===== src/rtl/pcpu_run_ctrl_pkg.sv =====
// ============================================================================
//  Module      : pcpu_run_ctrl_pkg
//  Description : Shared definitions for the PCPU run/debug sequencer:
//                controller state encodings, HALT drain length and the
//                instruction opcode field / HALT opcode decode helper.
//  Revision    : 1.0  initial release
// ============================================================================
`default_nettype none

package pcpu_run_ctrl_pkg;

  // Controller state encoding (visible on run_state).
  typedef enum logic [2:0] {
    RC_IDLE    = 3'd0,
    RC_RUN     = 3'd1,
    RC_STEP    = 3'd2,
    RC_STOPPED = 3'd3,
    RC_DRAIN   = 3'd4,
    RC_HALTED  = 3'd5
  } rc_state_e;

  // Advances after the HALT fetch until HALT reaches WB (id->ex->mem->wb).
  localparam int RC_DRAIN_CYC = 3;

  // Opcode field of a 16-bit instruction word and the HALT opcode.
  localparam int         I_OP_MSB = 15;
  localparam int         I_OP_LSB = 11;
  localparam logic [4:0] OP_HALT  = 5'h1F;

  function automatic logic is_halt(input logic [15:0] instr);
    return instr[I_OP_MSB:I_OP_LSB] == OP_HALT;
  endfunction

endpackage

`default_nettype wire


===== src/rtl/pcpu_run_ctrl_if.sv =====
// ============================================================================
//  Module      : pcpu_run_ctrl_if
//  Description : Bundle between the debug host / CPU fetch port and the run
//                controller.
//                Host -> ctrl : run_req, step_req, pause_req, bp_en, bp_addr
//                CPU  -> ctrl : i_addr (fetch pc), i_datain (fetched word)
//                ctrl -> CPU  : cpu_enable, cpu_start
//                ctrl -> host : cpu_exec, run_state, bp_hit, halted, adv_count
//  Revision    : 1.0  initial release
// ============================================================================
`default_nettype none

interface pcpu_run_ctrl_if #(
  parameter int CNT_W = 32
);
  logic             run_req;
  logic             step_req;
  logic             pause_req;
  logic             bp_en;
  logic [7:0]       bp_addr;
  logic [7:0]       i_addr;
  logic [15:0]      i_datain;
  logic             cpu_enable;
  logic             cpu_start;
  logic             cpu_exec;
  logic [2:0]       run_state;
  logic             bp_hit;
  logic             halted;
  logic [CNT_W-1:0] adv_count;

  // Host/CPU side.
  modport master (
    output run_req, step_req, pause_req, bp_en, bp_addr, i_addr, i_datain,
    input  cpu_enable, cpu_start, cpu_exec, run_state, bp_hit, halted, adv_count
  );

  // Controller side.
  modport slave (
    input  run_req, step_req, pause_req, bp_en, bp_addr, i_addr, i_datain,
    output cpu_enable, cpu_start, cpu_exec, run_state, bp_hit, halted, adv_count
  );
endinterface

`default_nettype wire


===== src/rtl/pcpu_run_ctrl.sv =====
// ============================================================================
//  Module      : pcpu_run_ctrl
//  Description : Run/debug sequencer for the 5-stage pipelined CPU. Drives the
//                CPU enable/start pins for free-run, single-step, pause, one
//                PC breakpoint and HALT drain; counts pipeline advances.
//  Ports       : clock  - system clock, all state on posedge
//                reset  - synchronous active-high, shared with the CPU
//                bus    - pcpu_run_ctrl_if.slave (requests, fetch port,
//                         CPU pins, status and advance counter)
//  Parameters  : CNT_W     - width of adv_count
//                DRAIN_CYC - advances after HALT fetch until HALT is in WB
//  Revision    : 1.0  initial release
// ============================================================================
`default_nettype none

module pcpu_run_ctrl
  import pcpu_run_ctrl_pkg::*;
#(
  parameter int CNT_W     = 32,
  parameter int DRAIN_CYC = RC_DRAIN_CYC
) (
  input  logic              clock,
  input  logic              reset,
  pcpu_run_ctrl_if.slave    bus
);

  localparam int DCW = (DRAIN_CYC < 1) ? 1 : $clog2(DRAIN_CYC + 1);

  rc_state_e        r_state;
  logic [DCW-1:0]   r_drain_cnt;
  logic             r_bp_hit;
  logic             r_halted;
  logic             r_exec;
  logic [CNT_W-1:0] r_adv;

  logic w_en_q;
  logic w_halt_f;
  logic w_bp_m;
  logic w_stop_now;
  logic w_enable;
  logic w_start;

  // --------------------------------------------------------------------------
  // Combinational CPU pin generation. enable is gated in the same cycle as a
  // breakpoint/pause so the CPU performs exactly one more advance and idles.
  // A HALT fetch does not gate enable: the pipeline must keep draining.
  // --------------------------------------------------------------------------
  always_comb begin
    w_en_q     = (r_state == RC_RUN) || (r_state == RC_STEP) || (r_state == RC_DRAIN);
    w_halt_f   = r_exec && is_halt(bus.i_datain) &&
                 ((r_state == RC_RUN) || (r_state == RC_STEP));
    w_bp_m     = r_exec && bus.bp_en && (bus.i_addr == bus.bp_addr) && (r_state == RC_RUN);
    w_stop_now = w_bp_m || (bus.pause_req && (r_state == RC_RUN));
    w_start    = w_en_q;
    w_enable   = w_en_q && !w_stop_now;
  end

  // --------------------------------------------------------------------------
  // Shadow of the CPU idle/exec register and the advance counter.
  // --------------------------------------------------------------------------
  always_ff @(posedge clock) begin
    if (reset) begin
      r_exec <= 1'b0;
      r_adv  <= '0;
    end else begin
      r_exec <= w_enable && (w_start || r_exec);
      if (r_exec) begin
        r_adv <= r_adv + 1'b1;
      end
    end
  end

  // --------------------------------------------------------------------------
  // Controller FSM. Priority inside RUN: halt_f > bp_m > pause_req.
  // --------------------------------------------------------------------------
  always_ff @(posedge clock) begin
    if (reset) begin
      r_state     <= RC_IDLE;
      r_drain_cnt <= '0;
      r_bp_hit    <= 1'b0;
      r_halted    <= 1'b0;
    end else begin
      r_bp_hit <= 1'b0;
      case (r_state)
        RC_IDLE, RC_STOPPED: begin
          if (bus.run_req) begin
            r_state <= RC_RUN;
          end else if (bus.step_req && !r_exec) begin
            // A step is only accepted once the previous advance has retired.
            r_state <= RC_STEP;
          end
        end
        RC_RUN: begin
          if (w_halt_f) begin
            r_state     <= RC_DRAIN;
            r_drain_cnt <= DCW'(DRAIN_CYC);
          end else if (w_bp_m) begin
            r_state  <= RC_STOPPED;
            r_bp_hit <= 1'b1;
          end else if (bus.pause_req) begin
            r_state <= RC_STOPPED;
          end
        end
        RC_STEP: begin
          if (w_halt_f) begin
            r_state     <= RC_DRAIN;
            r_drain_cnt <= DCW'(DRAIN_CYC);
          end else begin
            r_state <= RC_STOPPED;
          end
        end
        RC_DRAIN: begin
          // Count only real advances; the edge that consumes the last one
          // moves to HALTED so HALT ends up in WB.
          if (r_drain_cnt == '0) begin
            r_state  <= RC_HALTED;
            r_halted <= 1'b1;
          end else if (r_exec) begin
            r_drain_cnt <= r_drain_cnt - 1'b1;
            if (r_drain_cnt == DCW'(1)) begin
              r_state  <= RC_HALTED;
              r_halted <= 1'b1;
            end
          end
        end
        RC_HALTED: begin
          r_halted <= 1'b1;
        end
        default: begin
          r_state <= RC_IDLE;
        end
      endcase
    end
  end

  assign bus.cpu_enable = w_enable;
  assign bus.cpu_start  = w_start;
  assign bus.cpu_exec   = r_exec;
  assign bus.run_state  = r_state;
  assign bus.bp_hit     = r_bp_hit;
  assign bus.halted     = r_halted;
  assign bus.adv_count  = r_adv;

endmodule

`default_nettype wire

===== src/flat_wrapper.sv =====
// flat-port wrapper written by rule: the top's interface ports become plain ports
module pcpu_run_ctrl_flat import pcpu_run_ctrl_pkg::*;
#(
  parameter int CNT_W     = 32,
  parameter int DRAIN_CYC = RC_DRAIN_CYC
)
  (clock, reset, bus_run_req, bus_step_req, bus_pause_req, bus_bp_en, bus_bp_addr, bus_i_addr, bus_i_datain, bus_cpu_enable, bus_cpu_start, bus_cpu_exec, bus_run_state, bus_bp_hit, bus_halted, bus_adv_count);
  pcpu_run_ctrl_if #(.CNT_W(CNT_W)) bus_i ();
  input  logic clock;
  input  logic reset;
  input wire logic [$bits(bus_i.run_req)-1:0] bus_run_req;
  input wire logic [$bits(bus_i.step_req)-1:0] bus_step_req;
  input wire logic [$bits(bus_i.pause_req)-1:0] bus_pause_req;
  input wire logic [$bits(bus_i.bp_en)-1:0] bus_bp_en;
  input wire logic [$bits(bus_i.bp_addr)-1:0] bus_bp_addr;
  input wire logic [$bits(bus_i.i_addr)-1:0] bus_i_addr;
  input wire logic [$bits(bus_i.i_datain)-1:0] bus_i_datain;
  output wire logic [$bits(bus_i.cpu_enable)-1:0] bus_cpu_enable;
  output wire logic [$bits(bus_i.cpu_start)-1:0] bus_cpu_start;
  output wire logic [$bits(bus_i.cpu_exec)-1:0] bus_cpu_exec;
  output wire logic [$bits(bus_i.run_state)-1:0] bus_run_state;
  output wire logic [$bits(bus_i.bp_hit)-1:0] bus_bp_hit;
  output wire logic [$bits(bus_i.halted)-1:0] bus_halted;
  output wire logic [$bits(bus_i.adv_count)-1:0] bus_adv_count;
  assign bus_i.run_req = bus_run_req;
  assign bus_i.step_req = bus_step_req;
  assign bus_i.pause_req = bus_pause_req;
  assign bus_i.bp_en = bus_bp_en;
  assign bus_i.bp_addr = bus_bp_addr;
  assign bus_i.i_addr = bus_i_addr;
  assign bus_i.i_datain = bus_i_datain;
  assign bus_cpu_enable = bus_i.cpu_enable;
  assign bus_cpu_start = bus_i.cpu_start;
  assign bus_cpu_exec = bus_i.cpu_exec;
  assign bus_run_state = bus_i.run_state;
  assign bus_bp_hit = bus_i.bp_hit;
  assign bus_halted = bus_i.halted;
  assign bus_adv_count = bus_i.adv_count;
  pcpu_run_ctrl #(.CNT_W(CNT_W), .DRAIN_CYC(DRAIN_CYC)) u_core (.clock(clock), .reset(reset), .bus(bus_i));
endmodule

===== config.mk =====
export PLATFORM = sky130hd
export DESIGN_NAME = pcpu_run_ctrl_flat
export DESIGN_NICKNAME = d
export VERILOG_FILES = /design/src/rtl/pcpu_run_ctrl_pkg.sv /design/src/rtl/pcpu_run_ctrl_if.sv /design/src/rtl/pcpu_run_ctrl.sv /design/src/flat_wrapper.sv
export SDC_FILE = /design/constraint.sdc
export NUM_CORES = 1
export LEC_CHECK = 0
export BUFFER_PORTS_ARGS = -buffer_cell sky130_fd_sc_hd__buf_2
export CAP_MARGIN = 20
export CELL_PAD_IN_SITES_DETAIL_PLACEMENT = 0
export CELL_PAD_IN_SITES_GLOBAL_PLACEMENT = 2
export CORE_ASPECT_RATIO = 0.9
export CORE_MARGIN = 5
export CORE_UTILIZATION = 28
export DETAILED_ROUTE_END_ITERATION = 12
export GPL_TIMING_DRIVEN = 1
export PLACE_DENSITY_LB_ADDON = 0.1
export SYNTH_ARGS = -nofsm -noshare
export SYNTH_HDL_FRONTEND = slang
export SYNTH_SLANG_ARGS = --single-unit

===== constraint.sdc =====
create_clock -name clock -period 2.5 [get_ports clock]
set_clock_uncertainty 0.1 [all_clocks]
set_input_delay 0.625 -clock clock [delete_from_list [all_inputs] [get_ports clock]]
set_output_delay 0.625 -clock clock [all_outputs]
set_load 0.02 [all_outputs]

==> results of run 1 <==
path summary, 6_finish.rpt:
check | from | to | slack, ns | cells past startpoint
hold / removal | u_core.bus.halted | u_core.bus.halted | 0.38 | 2
hold reg to reg | u_core.bus.halted | u_core.bus.halted | 0.38 | 2
setup / recovery | u_core.bus.run_state[0] | bus_cpu_enable | 0.14 | 4
setup reg to reg | u_core.bus.adv_count[6] | u_core.bus.adv_count[22] | 0.26 | 4
power by group:
part           switching (mW)  leakage (nW)  total [mW]  internal (mW)
logic                  0.0958         0.669       0.171         0.0752
registers              0.0174         0.323       0.665          0.648
clock network           0.219        0.0410       0.409          0.190
flip-flops by register name, indices dropped and copies added (netlist names):
name and cells:
u_core.bus.run_state 3, u_core.bus.adv_count 32, u_core.r_drain_cnt 2, u_core.bus.halted 1, u_core.bus.cpu_exec 1, u_core.bus.bp_hit 1
stage by stage:
| step | instances | utilization | hold WS (ns) | setup WS, ns |
|---|---|---|---|---|
| floorplan | 246 | - | 0.365 | 0.185 |
| global placement | 407 | 0.346 | 0.354 | 0.279 |
| detailed placement | 407 | 0.346 | 0.372 | 0.252 |
| CTS | 414 | 0.357 | 0.389 | 0.114 |
| global route | 414 | 0.357 | 0.401 | 0.0370 |
| finish | 414 | 0.357 | 0.376 | 0.141 |
routing by layer:
layer,part of all wire,wire length (µm),up-vias,global-route usage
met5,0,0,-,0
met3,0.059,346,5,0.0354
met1,0.52,3030,952,0.189
met2,0.41,2420,55,0.182
li1,-,-,1062,-
met4,0.0079,46,0,0.0299
cells in the mapped netlist (2+ instances only):
library cell	instances
and3_1	2
o21ai_0	7
a211oi_1	3
nor3_1	9
or4b_1	2
a2111oi_0	2
nor3b_1	4
or4_4	2
inv_1	7
buf_6	2
a21oi_1	22
nand2_1	15
nor2_1	18
clkbuf_1	10
and4_1	3
dfxtp_1	40
nor4_1	3
o31ai_1	12
or3_1	6
xnor2_1	13
mux2_2	2
nor2b_1	3
nand3_1	9
nand4_1	10
xor2_1	7
ha_1	3
or4_1	14
mux2i_1	2
cell families (layout without fill, tap and decap cells):
| family | Yosys count | after routing | share of synthesized area |
|---|---|---|---|
| adder cells (fa/ha/maj) | 3 | 3 | 0.0177 |
| multiplexers | 4 | 4 | 0.0201 |
| AO/OA/AOI/OAI | 50 | 50 | 0.145 |
| AND/OR/NAND/NOR | 109 | 109 | 0.310 |
| flip-flops | 40 | 40 | 0.378 |
| buffers and inverters | 20 | 92 | 0.0472 |
| XOR/XNOR | 20 | 20 | 0.0826 |
area by class of cell:
type                            count  area share
Inverter                            7     0.00985
Timing Repair Buffer               78       0.158
Sequential cell                    40       0.301
Clock buffer                        6      0.0272
Tap cell                           96      0.0450
Multi-Input combinational cell    186       0.458
Clock inverter                      1     0.00188
worst register-to-register path, cell delays in order, from the launching register on:
cell and delay [ns]:
dfxtp_1 0.44, nand4_2 0.20, or4_1 0.75, nor4_1 0.28, mux2_2 0.37
what timing repair did:
item | CTS | global route
endpoints found under the setup margin | 0 | 1
hold buffers | 0 | 0
resized for setup | 0 | 1
==> impl_results.md, run 1 <==
* Status: finished, final reports clean
* Top cell type by total area after synthesis: dfxtp_1
* Root buf cell: clkbuf_8
* Post-place instance area at 0.00259 mm²
* Detail Placement HPWL at 4370 µm
* Ordered list of cells on the worst path: or3b_2 -> o21a_1 -> nor2_1 -> buf_2
* Global-route total usage across every layer at 0.128
* Total core area at 0.00747 mm²
* Die height at 92.6 µm
* Total via count in the routed design at 2074
* Iteration-0 DRC count of the detailed router at 74
* Via count normalized by instance count at 5.01
* Vias in the first global route at 1970
* Detailed-routing iteration count for the pre-antenna-repair pass at 4
* Max Fclk at 424 MHz
* Number of warning messages in the yosys log at 0
* Highest-count cells in the layout ignoring fill and taps: buf_2 (66), dfxtp_1 (39), a21oi_1 (22)
* First-pass GRT wire length at 9700 µm
* Final hold violations at 0
* Leftover overflow at the end of global routing at 0
* Max-slew headroom at 0.568
* FF/Latch Area at 802 µm²
* Cells after Synth at 246
* Initial core utilization at 0.284
* Final GP Congestion at 0.730
* Routed WL per cell at 14.1 µm
* Total routed wirelength at 5850 µm
* Number of flops mapped to enable cells by yosys at 0
* Total standard cell area after synthesis at 0.00212 mm²
* Buffers & Inverters on Critical Path at 1
* Synthesized area per cell at 8.62 µm²
* Worst EP arrival at 1.63 ns
* Commonest register cell after synthesis: dfxtp_1
* Share of the cycle needed by the critical path after routing at 0.944
* Count of buffers from port buffering at 66
* Count of maximum capacitance violations at 0
* WS Path Type: reg -> out
* Total CTS buffers at 5
* P&R area growth vs syn at 25.7%
* Dominant cells by area after synthesis: dfxtp_1 (38%), xnor2_1 (5.4%), a21oi_1 (5.2%)
* Synth top area share at 0.378
* Clock transition at the registers of the reported paths at 0.07 ns
* Clock latency on the worst-skew pair at 0.29 ns
* Layout Nets at 359
* Worst-path cell with the longest stage delay: or3b_2
* Leakage at 1.03 nW
* Number of max-slew violations in the final report at 0
* Count of unique library cells instantiated by Yosys at 42
* Remaining antenna violation count at 0
* Ant diodes at 0
* Layout fillers at 836
* Class of the tightest hold or removal check: reg -> reg
* Die footprint at 0.00942 mm²
* Actual slew at the worst max-slew pin at 0.648 ns
* Setup-failing EPs final at 0
* Launching element type of the critical path: register
* TritonCTS clock tree: yes
* Number of nets produced by synthesis at 287
* Worst-case clock buffer depth at 2
* Buffers inserted by post-CTS timing repair at 0
* TritonCTS Sinks at 40
* Commonest non-fill, non-tap cell in the layout: buf_2
* Largest net degree at the start of global routing at 33
* Critical path's top delay family: simple AND/OR/NAND/NOR gates
* Initial antenna violation count at 0
* Max Fanout on Critical Path at 10
* Worst setup EP type: output port
* Die X at 102 µm
* Critical path required time at 1.77 ns
* Tot Pwr at 1.25 mW
* CTS H-Tree Depth at 2
* Largest stage delay on the critical path at 0.53 ns
* Row Count at 30
* Final instance area at 0.00267 mm²
* Post-Route Setup TNS at 0 ns
* #FFs+latches synth at 40
* Number of remaining DRC errors at 0
* Share of synthesized registers carrying an async set or reset at 0
* Top Ports at 78
* Unrepaired setup endpoints after global routing: no
* Cell Pwr Density at 467 mW/mm²
* Min Clock Period, post-route at 2.36 ns
* Share of cells above drive strength 1 at 0.302
* Multi-input logic area at 0.00122 mm²
* Fraction of the yosys area taken by sequential cells at 0.378
* Highest ir drop seen on vdd at 0.000197 V
(Power assumes the default switching activity.)
==> inputs of run 2 (changes only) <==
--- a/config.mk
+++ b/config.mk
@@ -15,6 +15,7 @@
 export DETAILED_ROUTE_END_ITERATION = 12
 export GPL_TIMING_DRIVEN = 1
 export PLACE_DENSITY_LB_ADDON = 0.1
+export SETUP_SLACK_MARGIN = 0.3
 export SYNTH_ARGS = -nofsm -noshare
 export SYNTH_HDL_FRONTEND = slang
 export SYNTH_SLANG_ARGS = --single-unit
==> run 2 against run 1 <==
Die area unchanged. First-iteration DRC count decreased by 18%. Global-route usage is 0.29 points higher. Sequential share of layout area is 1.1 points lower. Fmax up 10%. Highest routed layer unchanged. Sequential power about the same. Routed wire length increased by 5.2%. Final area is 5.7% higher. Critical endpoint unchanged.
==> impl_results.md, run 2 (same netlist as run 1, synthesis figures left out) <==
* Tot Pwr at 1.28 mW (was 1.25 mW)
* Row Count at 30 (unchanged)
* Root buf cell: clkbuf_8 (unchanged)
* Actual slew at the worst max-slew pin at 0.577 ns (was 0.648 ns)
* Detailed-routing iteration count for the pre-antenna-repair pass at 4 (unchanged)
* Worst setup EP type: output port (unchanged)
* TritonCTS clock tree: yes (unchanged)
* Via count normalized by instance count at 5.01 (about the same)
* Worst-case clock buffer depth at 2 (unchanged)
* WS Path Type: in -> out (was reg -> out)
* Post-place instance area at 0.00259 mm² (about the same)
* TritonCTS Sinks at 40 (unchanged)
* Launching element type of the critical path: input pin (was register)
* P&R area growth vs syn at 32.9% (was 25.7%)
* Post-route non-filler standard cell count at 419 (was 414)
* Routed WL per cell at 14.7 µm (was 14.1 µm)
* Crit Reg-Reg Endpoint: u_core.bus.adv_count[31] (was u_core.bus.adv_count[22])
* Largest net degree at the start of global routing at 26 (was 33)
* Die X at 102 µm (unchanged)
* Initial core utilization at 0.284 (unchanged)
* Highest ir drop seen on vdd at 0.000152 V (was 0.000197 V)
* Ordered list of cells on the worst path: buf_2 -> xnor2_1 -> nand4_1 -> nor3_2 -> nor2_2 -> buf_6 (was or3b_2 -> o21a_1 -> nor2_1 -> buf_2)
* Worst-path cell with the longest stage delay: nor3_2 (was or3b_2)
* Layout Nets at 364 (was 359)
* Max Fanout on Critical Path at 2 (was 10)
* Buffers & Inverters on Critical Path at 2 (was 1)
* Cts-stage hold buffer count at 0 (unchanged)
* Critical path required time at 1.77 ns (about the same)
* Largest stage delay on the critical path at 0.23 ns (was 0.53 ns)
* Ant diodes at 0 (unchanged)
* Reg2reg setup slack at 0.39 ns (was 0.26 ns)
* Number of remaining DRC errors at 0 (unchanged)
* Count of buffers from port buffering at 66 (unchanged)
* Worst Reg2Reg Path Length in Cells at 4 (unchanged)
* Highest-count cells in the layout ignoring fill and taps: buf_2 (62), dfxtp_1 (32), a21oi_1 (22) (was buf_2 (66), dfxtp_1 (39), a21oi_1 (22))
* Clock transition at the registers of the reported paths at 0.07 ns (about the same)
* Worst EP arrival at 1.41 ns (was 1.63 ns)
* Iteration-0 DRC count of the detailed router at 61 (was 74)
* Initial antenna violation count at 0 (unchanged)
* Remaining antenna violation count at 0 (unchanged)
* Detail Placement HPWL at 4350 µm (was 4370 µm)
* Critical register-to-register path startpoint: u_core.bus.adv_count[17] (was u_core.bus.adv_count[6])
* Die height at 92.6 µm (unchanged)
* Total routed wirelength at 6150 µm (was 5850 µm)
* Total CTS buffers at 5 (unchanged)
* Share of the cycle needed by the critical path after routing at 0.855 (was 0.944)
* Number of max-slew violations in the final report at 0 (unchanged)
* Final GP Congestion at 0.712 (was 0.730)
* Class of the tightest hold or removal check: reg -> reg (unchanged)
* Final standard cell utilization of the core at 0.377 (was 0.357)
* Max Fclk at 468 MHz (was 424 MHz)
* Commonest non-fill, non-tap cell in the layout: buf_2 (unchanged)
* Final instance area at 0.00282 mm² (was 0.00267 mm²)
* Unrepaired setup endpoints after global routing: yes (was no)
* Placed insts at 407 (unchanged)
* Global-route total usage across every layer at 0.131 (was 0.128)
* Die footprint at 0.00942 mm² (unchanged)
* Min Clock Period, post-route at 2.14 ns (was 2.36 ns)
* Total via count in the routed design at 2098 (was 2074)
* Beginning of the worst hold path: u_core.bus.halted (unchanged)
* Total core area at 0.00747 mm² (unchanged)
* Share of cells above drive strength 1 at 0.365 (was 0.302)
* Layout fillers at 797 (was 836)
* Post-Route Setup TNS at 0 ns (unchanged)
* Leftover overflow at the end of global routing at 0 (unchanged)
* Final hold violations at 0 (unchanged)
* Number of flip-flops under the largest register name at 32 (unchanged)
* CTS H-Tree Depth at 2 (unchanged)
* Clock latency on the worst-skew pair at 0.28 ns (was 0.29 ns)
* Critical path's top delay family: simple AND/OR/NAND/NOR gates (unchanged)
* Setup-failing EPs final at 0 (unchanged)
* Leakage at 1.09 nW (was 1.03 nW)
* Status: finished, final reports clean (unchanged)
* Count of maximum capacitance violations at 0 (unchanged)
* Cell Pwr Density at 453 mW/mm² (was 467 mW/mm²)
* Top Ports at 78 (unchanged)
* First-pass GRT wire length at 9980 µm (was 9700 µm)
* Max-slew headroom at 0.612 (was 0.568)
* Min-Delay Path Depth at 2 (unchanged)
* Vias in the first global route at 2084 (was 1970)
* End point of the worst hold path: u_core.bus.halted (unchanged)
-- run 2: changes by cell type in the layout (fill, tap and decap cells not counted), moves of 2 or more --
| cell | before | now |
|---|---|---|
| dfxtp_1 | 39 | 32 |
| buf_6 | 0 | 6 |
| dfxtp_2 | 1 | 6 |
| buf_2 | 66 | 62 |
| buf_4 | 12 | 14 |
| dfxtp_4 | 0 | 2 |
| nor2_1 | 18 | 16 |
| or4b_1 | 2 | 0 |
| or4b_4 | 0 | 2 |
| xnor2_1 | 13 | 11 |
| xnor2_2 | 0 | 2 |
-- run 2: layer usage --
metal / part of all wire / vias up / GRT usage
li1: - / 1068 / -
met1: 0.48 / 969 / 0.180
met2: 0.44 / 56 / 0.198
met3: 0.072 / 5 / 0.0407
met4: 0.0063 / 0 / 0.0332
met5: 0 / - / 0
-- run 2: where the power goes --
part           internal, mW  total [mW]  switching (mW)  leakage (nW)
registers             0.649       0.666          0.0170         0.327
clock network         0.190       0.413           0.223        0.0410
logic                0.0932       0.198           0.104         0.721
-- run 2: layout make-up --
type	count	area, µm²	area share
Sequential cell	40	816	0.290
Clock inverter	1	5.00	0.00178
Multi-Input combinational cell	187	1290	0.460
Timing Repair Buffer	82	483	0.171
Clock buffer	6	72.6	0.0258
Tap cell	96	120	0.0426
Inverter	7	26.3	0.00933
-- run 2: worst max path at each step --
stage / start / end / slack [ns] / cells past startpoint
CTS: u_core.bus.adv_count[1] / u_core.bus.adv_count[30] / 0.28 / 6
global route: u_core.bus.adv_count[17] / u_core.bus.adv_count[31] / 0.29 / 4
finish: bus_bp_addr[3] / bus_cpu_enable / 0.36 / 6
detailed placement: bus_bp_addr[0] / bus_cpu_enable / 0.28 / 6
floorplan: u_core.bus.adv_count[0] / u_core.bus.adv_count[18] / 0.30 / 6
global placement: bus_bp_addr[0] / bus_cpu_enable / 0.28 / 6
-- run 2: worst reg2reg max path, delay by kind of cell (launching register included) --
family | cells | cell delay, ns
simple gates | 3 | 1.40
compound gates | 1 | 0.14
flops | 1 | 0.41
-- run 2: metrics by stage --
| stage | setup WS [ns] | hold slack [ns] |
|---|---|---|
| finish | 0.362 | 0.378 |
| global route | 0.287 | 0.418 |
| CTS | 0.277 | 0.388 |
| detailed placement | 0.279 | 0.370 |
| global placement | 0.275 | 0.351 |
| floorplan | 0.304 | 0.365 |
-- run 2: repair_timing --
item                                    CTS  global route
buffers inserted                          0             4
pin swaps                                 1            10
gates cloned                              0             1
endpoints found under the setup margin    9            17
gates resized for setup                   8            20
